--- src/rtl/param_tff_counter_if.sv ---
// Control and status bundle for param_tff_counter.
// The master drives the count controls; the slave (the counter) returns Q/TC/OVF.
interface param_tff_counter_if #(
  parameter int WIDTH = 4
);
  logic             T;
  logic             UP;
  logic             SAT;
  logic             LOAD;
  logic [WIDTH-1:0] D;
  logic [WIDTH-1:0] Q;
  logic             TC;
  logic             OVF;

  modport master (
    output T, UP, SAT, LOAD, D,
    input  Q, TC, OVF
  );

  modport slave (
    input  T, UP, SAT, LOAD, D,
    output Q, TC, OVF
  );
endinterface

--- src/rtl/param_tff_counter.sv ---
// Fully synchronous up/down counter with modulus, parallel load, wrap/saturate,
// a registered terminal-count pulse and a sticky overflow flag. Updates on falling CLK.
module param_tff_counter #(
  parameter int WIDTH     = 4,
  parameter int MAX       = 2**WIDTH-1,
  parameter int RESET_VAL = 0
) (
  input logic                CLK,
  input logic                RESET,
  param_tff_counter_if.slave cnt
);

  localparam logic [WIDTH-1:0] MAX_V = WIDTH'(MAX);
  localparam logic [WIDTH-1:0] RST_V = WIDTH'(RESET_VAL);

  logic [WIDTH-1:0] q;
  logic [WIDTH-1:0] q_nxt;
  logic             tc;
  logic             tc_nxt;
  logic             ovf;
  logic             ovf_nxt;

  always_comb begin
    q_nxt   = q;
    tc_nxt  = 1'b0;
    ovf_nxt = ovf;
    if (cnt.LOAD) begin
      // Clip so Q never leaves 0..MAX; keeps the WIDTH-bit compares exact.
      q_nxt   = (cnt.D > MAX_V) ? MAX_V : cnt.D;
      ovf_nxt = 1'b0;
    end else if (cnt.T) begin
      if (cnt.UP) begin
        if (q == MAX_V) begin
          q_nxt   = cnt.SAT ? MAX_V : '0;
          tc_nxt  = 1'b1;
          ovf_nxt = 1'b1;
        end else begin
          q_nxt = q + WIDTH'(1);
        end
      end else begin
        if (q == '0) begin
          q_nxt   = cnt.SAT ? '0 : MAX_V;
          tc_nxt  = 1'b1;
          ovf_nxt = 1'b1;
        end else begin
          q_nxt = q - WIDTH'(1);
        end
      end
    end
  end

  always_ff @(negedge CLK or negedge RESET) begin
    if (!RESET) begin
      q   <= RST_V;
      tc  <= 1'b0;
      ovf <= 1'b0;
    end else begin
      q   <= q_nxt;
      tc  <= tc_nxt;
      ovf <= ovf_nxt;
    end
  end

  assign cnt.Q   = q;
  assign cnt.TC  = tc;
  assign cnt.OVF = ovf;

endmodule

--- src/flat_wrapper.sv ---
// flat-port wrapper written by rule: the top's interface ports become plain ports
module param_tff_counter_flat 
#(
  parameter int WIDTH     = 4,
  parameter int MAX       = 2**WIDTH-1,
  parameter int RESET_VAL = 0
)
  (CLK, RESET, cnt_T, cnt_UP, cnt_SAT, cnt_LOAD, cnt_D, cnt_Q, cnt_TC, cnt_OVF);
  param_tff_counter_if #(.WIDTH(WIDTH)) cnt_i ();
  input logic CLK;
  input logic RESET;
  input wire logic [$bits(cnt_i.T)-1:0] cnt_T;
  input wire logic [$bits(cnt_i.UP)-1:0] cnt_UP;
  input wire logic [$bits(cnt_i.SAT)-1:0] cnt_SAT;
  input wire logic [$bits(cnt_i.LOAD)-1:0] cnt_LOAD;
  input wire logic [$bits(cnt_i.D)-1:0] cnt_D;
  output wire logic [$bits(cnt_i.Q)-1:0] cnt_Q;
  output wire logic [$bits(cnt_i.TC)-1:0] cnt_TC;
  output wire logic [$bits(cnt_i.OVF)-1:0] cnt_OVF;
  assign cnt_i.T = cnt_T;
  assign cnt_i.UP = cnt_UP;
  assign cnt_i.SAT = cnt_SAT;
  assign cnt_i.LOAD = cnt_LOAD;
  assign cnt_i.D = cnt_D;
  assign cnt_Q = cnt_i.Q;
  assign cnt_TC = cnt_i.TC;
  assign cnt_OVF = cnt_i.OVF;
  param_tff_counter #(.WIDTH(WIDTH), .MAX(MAX), .RESET_VAL(RESET_VAL)) u_core (.CLK(CLK), .RESET(RESET), .cnt(cnt_i));
endmodule
--- config.mk ---
export PLATFORM = sky130hd
export DESIGN_NAME = param_tff_counter_flat
export DESIGN_NICKNAME = d
export VERILOG_FILES = /design/src/rtl/param_tff_counter_if.sv /design/src/rtl/param_tff_counter.sv /design/src/flat_wrapper.sv
export SDC_FILE = /design/constraint.sdc
export NUM_CORES = 1
export LEC_CHECK = 0
export CAP_MARGIN = 15
export CORE_MARGIN = 10
export CORE_UTILIZATION = 30
export CTS_CLUSTER_SIZE = 8
export DETAILED_ROUTE_END_ITERATION = 8
export PLACE_DENSITY_LB_ADDON = 0.12
export SLEW_MARGIN = 20
export SYNTH_ARGS = -nofsm -noshare
export SYNTH_HDL_FRONTEND = slang
export SYNTH_SLANG_ARGS = --single-unit
--- constraint.sdc ---
create_clock -name CLK -period 4.4 [get_ports CLK]
set_clock_uncertainty 0.15 [all_clocks]
set_input_delay 0.44 -clock CLK [delete_from_list [all_inputs] [get_ports CLK]]
set_output_delay 0.44 -clock CLK [all_outputs]
set_load 0.005 [all_outputs]
## After elaboration in Yosys (flattened, before gate mapping)

Index checks and enable logic that the tools add are counted.

| operators by class | value |
|---|---|
| add/sub/neg operators | 2 |
| multipliers | 0 |
| divide/modulo/power cells | 0 |
| order comparisons | 1 |
| eq/ne operators | 2 |
| shift-type cells | 0 |
| muxes and demuxes | 18 |
| bitwise logic cells | 0 |
| reductions and logical operators | 4 |

Operator list:

| kind | count |
|---|---|
| 4-bit two-way mux | 8 |
| 1-bit two-way mux | 10 |
| 4-bit by 1-bit adder with 4-bit output, second input constant | 1 |
| 4-bit == test, second input constant | 1 |
| 4-bit > comparator, second input constant | 1 |
| 4-bit logical NOT | 1 |
| 4-bit by 1-bit subtractor with 4-bit output, second input constant | 1 |
| 3-bit by 1-bit inequality test with 1-bit output, second input constant | 1 |
| 3-bit AND reduction | 1 |
| 3-bit nonzero test | 1 |
| 2-bit nonzero test | 1 |

| word-level totals | value |
|---|---|
| flip-flop bits (word level) | 6 |
| latch bits | 0 |
| memory bits (writable) | 0 |
| ROM bits | 0 |
| input bits | 10 |
| output and inout port bits | 6 |
| word-level logic and storage cells | 30 |
| memories | 0 |

## Logic depth before layout (Yosys ltp)

| depth | value |
|---|---|
| depth after elaboration | 5 |
| depth in mapped cells | 6 |
| depth with buffers taken out | 6 |

==> impl_metrics.toml <==
[critical_path]
reg2reg_depth = 6
worstPathArrival_ns = 3.64
path_cells = "clkdlybuf4s50_1"
r2r_setup_slack_ns = 2.53
critPathLaunch = "u_core.cnt.Q[3]"
worst-path-buf-inv = 1
r2r-start = "u_core.cnt.Q[0]"
cp.required_ns = 3.81
path_class = "flip-flop to output pin"
r2r-end = "u_core.cnt.Q[0]"
slowest_stage = "dfrtn_1"
critPathTopFamily = "flip-flops"
slowest_delay_ns = 0.61
startpoint_type = "flip-flop"
end_kind = "output pin"
cp_max_fo = 12

[routing]
routed_wl_microns = 1285
vias_per_cell = 5.489
dr.pass1.iters = 4
first_iter_violations = 10
drc = 0
num_vias = 494
drtAntennaViolNets = 0
wl_per_cell_microns = 14.28

[synthesis]
syn-mean-instance-area_sq_um = 8.462
ys_types = 32
synth_area_sq_um = 499.2
syn_nets = 71
yosys_warnings = 0
ys_seq_elements = 6
synth_edf_count = 0
yosysMostFrequentCell = "nor2_1"
yosys.area.top_type = "dfrtn_1"
async_reset_ff_share_pct = 100.0
netlist_instances = 59
synth_top_area_share_pct = 30.08
ys.flop_type = "dfrtn_1"
synth.yosys.seq_area_share_pct = 30.08
synthTopCellsByArea = "dfrtn_1 30%, a21oi_1 7.0%, nor2_1 6.0%"
synth_commonest_cells = "8 x nor2_1, 7 x a21oi_1, 6 x dfrtn_1, 3 x buf_4, 3 x nand2_1"

[global_routing]
track_usage_pct = 7.335
grt_pass1_wl_microns = 2173
grt_pass1_vias = 469
grt_overflow = 0
grt_max_degree = 13
antenna_found_initial = 0

[clock_tree]
clock_latency_ns = 0.26
cts_buffer_depth = 2
cts_resized = 0
postCtsSetupRepairBufs = 0
cts.sinks = 6
htree_levels = 1
holdBufCountCts = 0
cts_buffers = 3
clk_pin_slew_worst_paths_ns = 0.04
cts_tree = "yes"
cts_root_buf = "clkbuf_4"

[placed_design]
placed_cell_area_sq_um = 641.9
dp.cells = 87
io_buffer_count = 15
hpwl_microns = 1018
routabilityCongestion = 0.7600

[cells_and_area]
n_antenna_cell = 0
fin_nets = 88
syn_to_final_growth_pct = 33.08
drive_gt1_share_pct = 9.459
stdcell_count = 90
stdcell_area_sq_um = 664.4

[floorplanning]
start_util_pct = 32.39
io_pins = 16
std_cell_rows = 14
core_area_sq_mm = 0.001541
dieArea_sq_mm = 0.003696
die_w_microns = 60.80
die_y_microns = 60.80

[run_status]
run_status = "complete, no violations"

[hold_path]
min_to = "u_core.cnt.OVF"
hold_depth = 2
worstHoldPathType = "flip-flop to flip-flop"
hp-start = "u_core.cnt.OVF"

[sta]
setup_tns_ns = 0
hold_viol = 0
worst_slew_pin_slew_ns = 0.3978
rsz0062_at_grt = "no"
final-setup-viol-count = 0
drv_slew = 0
slew-limit-headroom_pct = 73.40

[power_and_ir_drop]
total_power_mw = 0.1820
ir_drop_uv = 130.3
power_density_mw_per_mm2 = 274.0
leakage_nw = 0.2794

[run]
maxCapViolations = 0
==> flip-flops by register name (all words and copies together) (netlist names) <==
name / cells
u_core.cnt.Q: 4
u_core.cnt.OVF: 1
u_core.cnt.TC: 1
==> per-layer routing <==
layer	up-vias	routed length (microns)	GRT usage (%)	share of wire, %
li1	252	-	-	-
met4	0	0	0.9404	0
met3	0	101	3.758	7.9
met1	229	612	9.441	48
met5	-	0	0	0
met2	13	571	10.92	44
==> tightest hold or removal path: stages, from the launching register on <==
cell and delay, ns:
dfrtn_1 0.41, a21oi_1 0.05, nor2_1 0.09
==> area by class of cell <==
cell class                 count  area [sq um]
inverter                       2         7.507
clock buffer                   3         22.52
tap                           16         20.02
fill                         163         877.1
multi-input combinational     46         299.0
timing repair buffer          17         165.2
sequential                     6         150.1
==> power breakdown <==
| group | switching [mW] | internal (mW) | total [mW] |
|---|---|---|---|
| clock network | 0.0209 | 0.0309 | 0.0518 |
| registers | 0.0123 | 0.0609 | 0.0732 |
| logic | 0.0237 | 0.0333 | 0.0570 |
| total | 0.0570 | 0.125 | 0.182 |
==> placed cells by master (no fill, tap or decap), drive strengths merged, types with 2 or more instances in the layout <==
master | netlist | routed
a31oi | 2 | 2
clkbuf | 0 | 3
inv | 2 | 2
a22o | 2 | 2
o21ai | 2 | 2
a211oi | 2 | 2
clkdlybuf4s50 | 0 | 15
dfrtn | 6 | 6
a21oi | 7 | 7
nand2 | 3 | 3
nand3 | 2 | 2
buf | 4 | 2
ha | 2 | 2
nor2 | 8 | 8
==> worst max path at each step <==
stage                      end  slack, ns  depth (start not counted)
6_report              cnt_Q[3]       0.17                          1
5_1_grt               cnt_Q[3]       0.09                          1
4_1_cts               cnt_Q[3]       0.15                          1
3_5_place_dp   u_core.cnt.Q[0]       0.04                          5
3_3_place_gp   u_core.cnt.Q[0]       0.08                          5
2_1_floorplan  u_core.cnt.Q[0]       0.66                          5
==> metrics by stage <==
stage | utilization [%] | worst slack [ns] | hold slack [ns]
3_5_place_dp | 41.64 | 0.04112 | 0.3368
4_1_cts | 43.10 | 0.1497 | 0.3365
6_report | 43.10 | 0.1684 | 0.3179
3_3_place_gp | 41.64 | 0.08395 | 0.2974
5_1_grt | 43.10 | 0.09206 | 0.3660
2_1_floorplan | - | 0.6624 | 0.2964
==> logic make-up after synthesis <==
kind of cell               count (synthesis)  share of synthesized area (%)
and+or+nand+nor                           24                          28.08
AOI/OAI and AO/OA                         19                          24.81
buffers and inverters                      7                          10.03
DFF                                        6                          30.07
adders and majority gates                  2                          5.012
muxes                                      1                          2.005
Note: power is estimated with default switching activity, not from simulation.
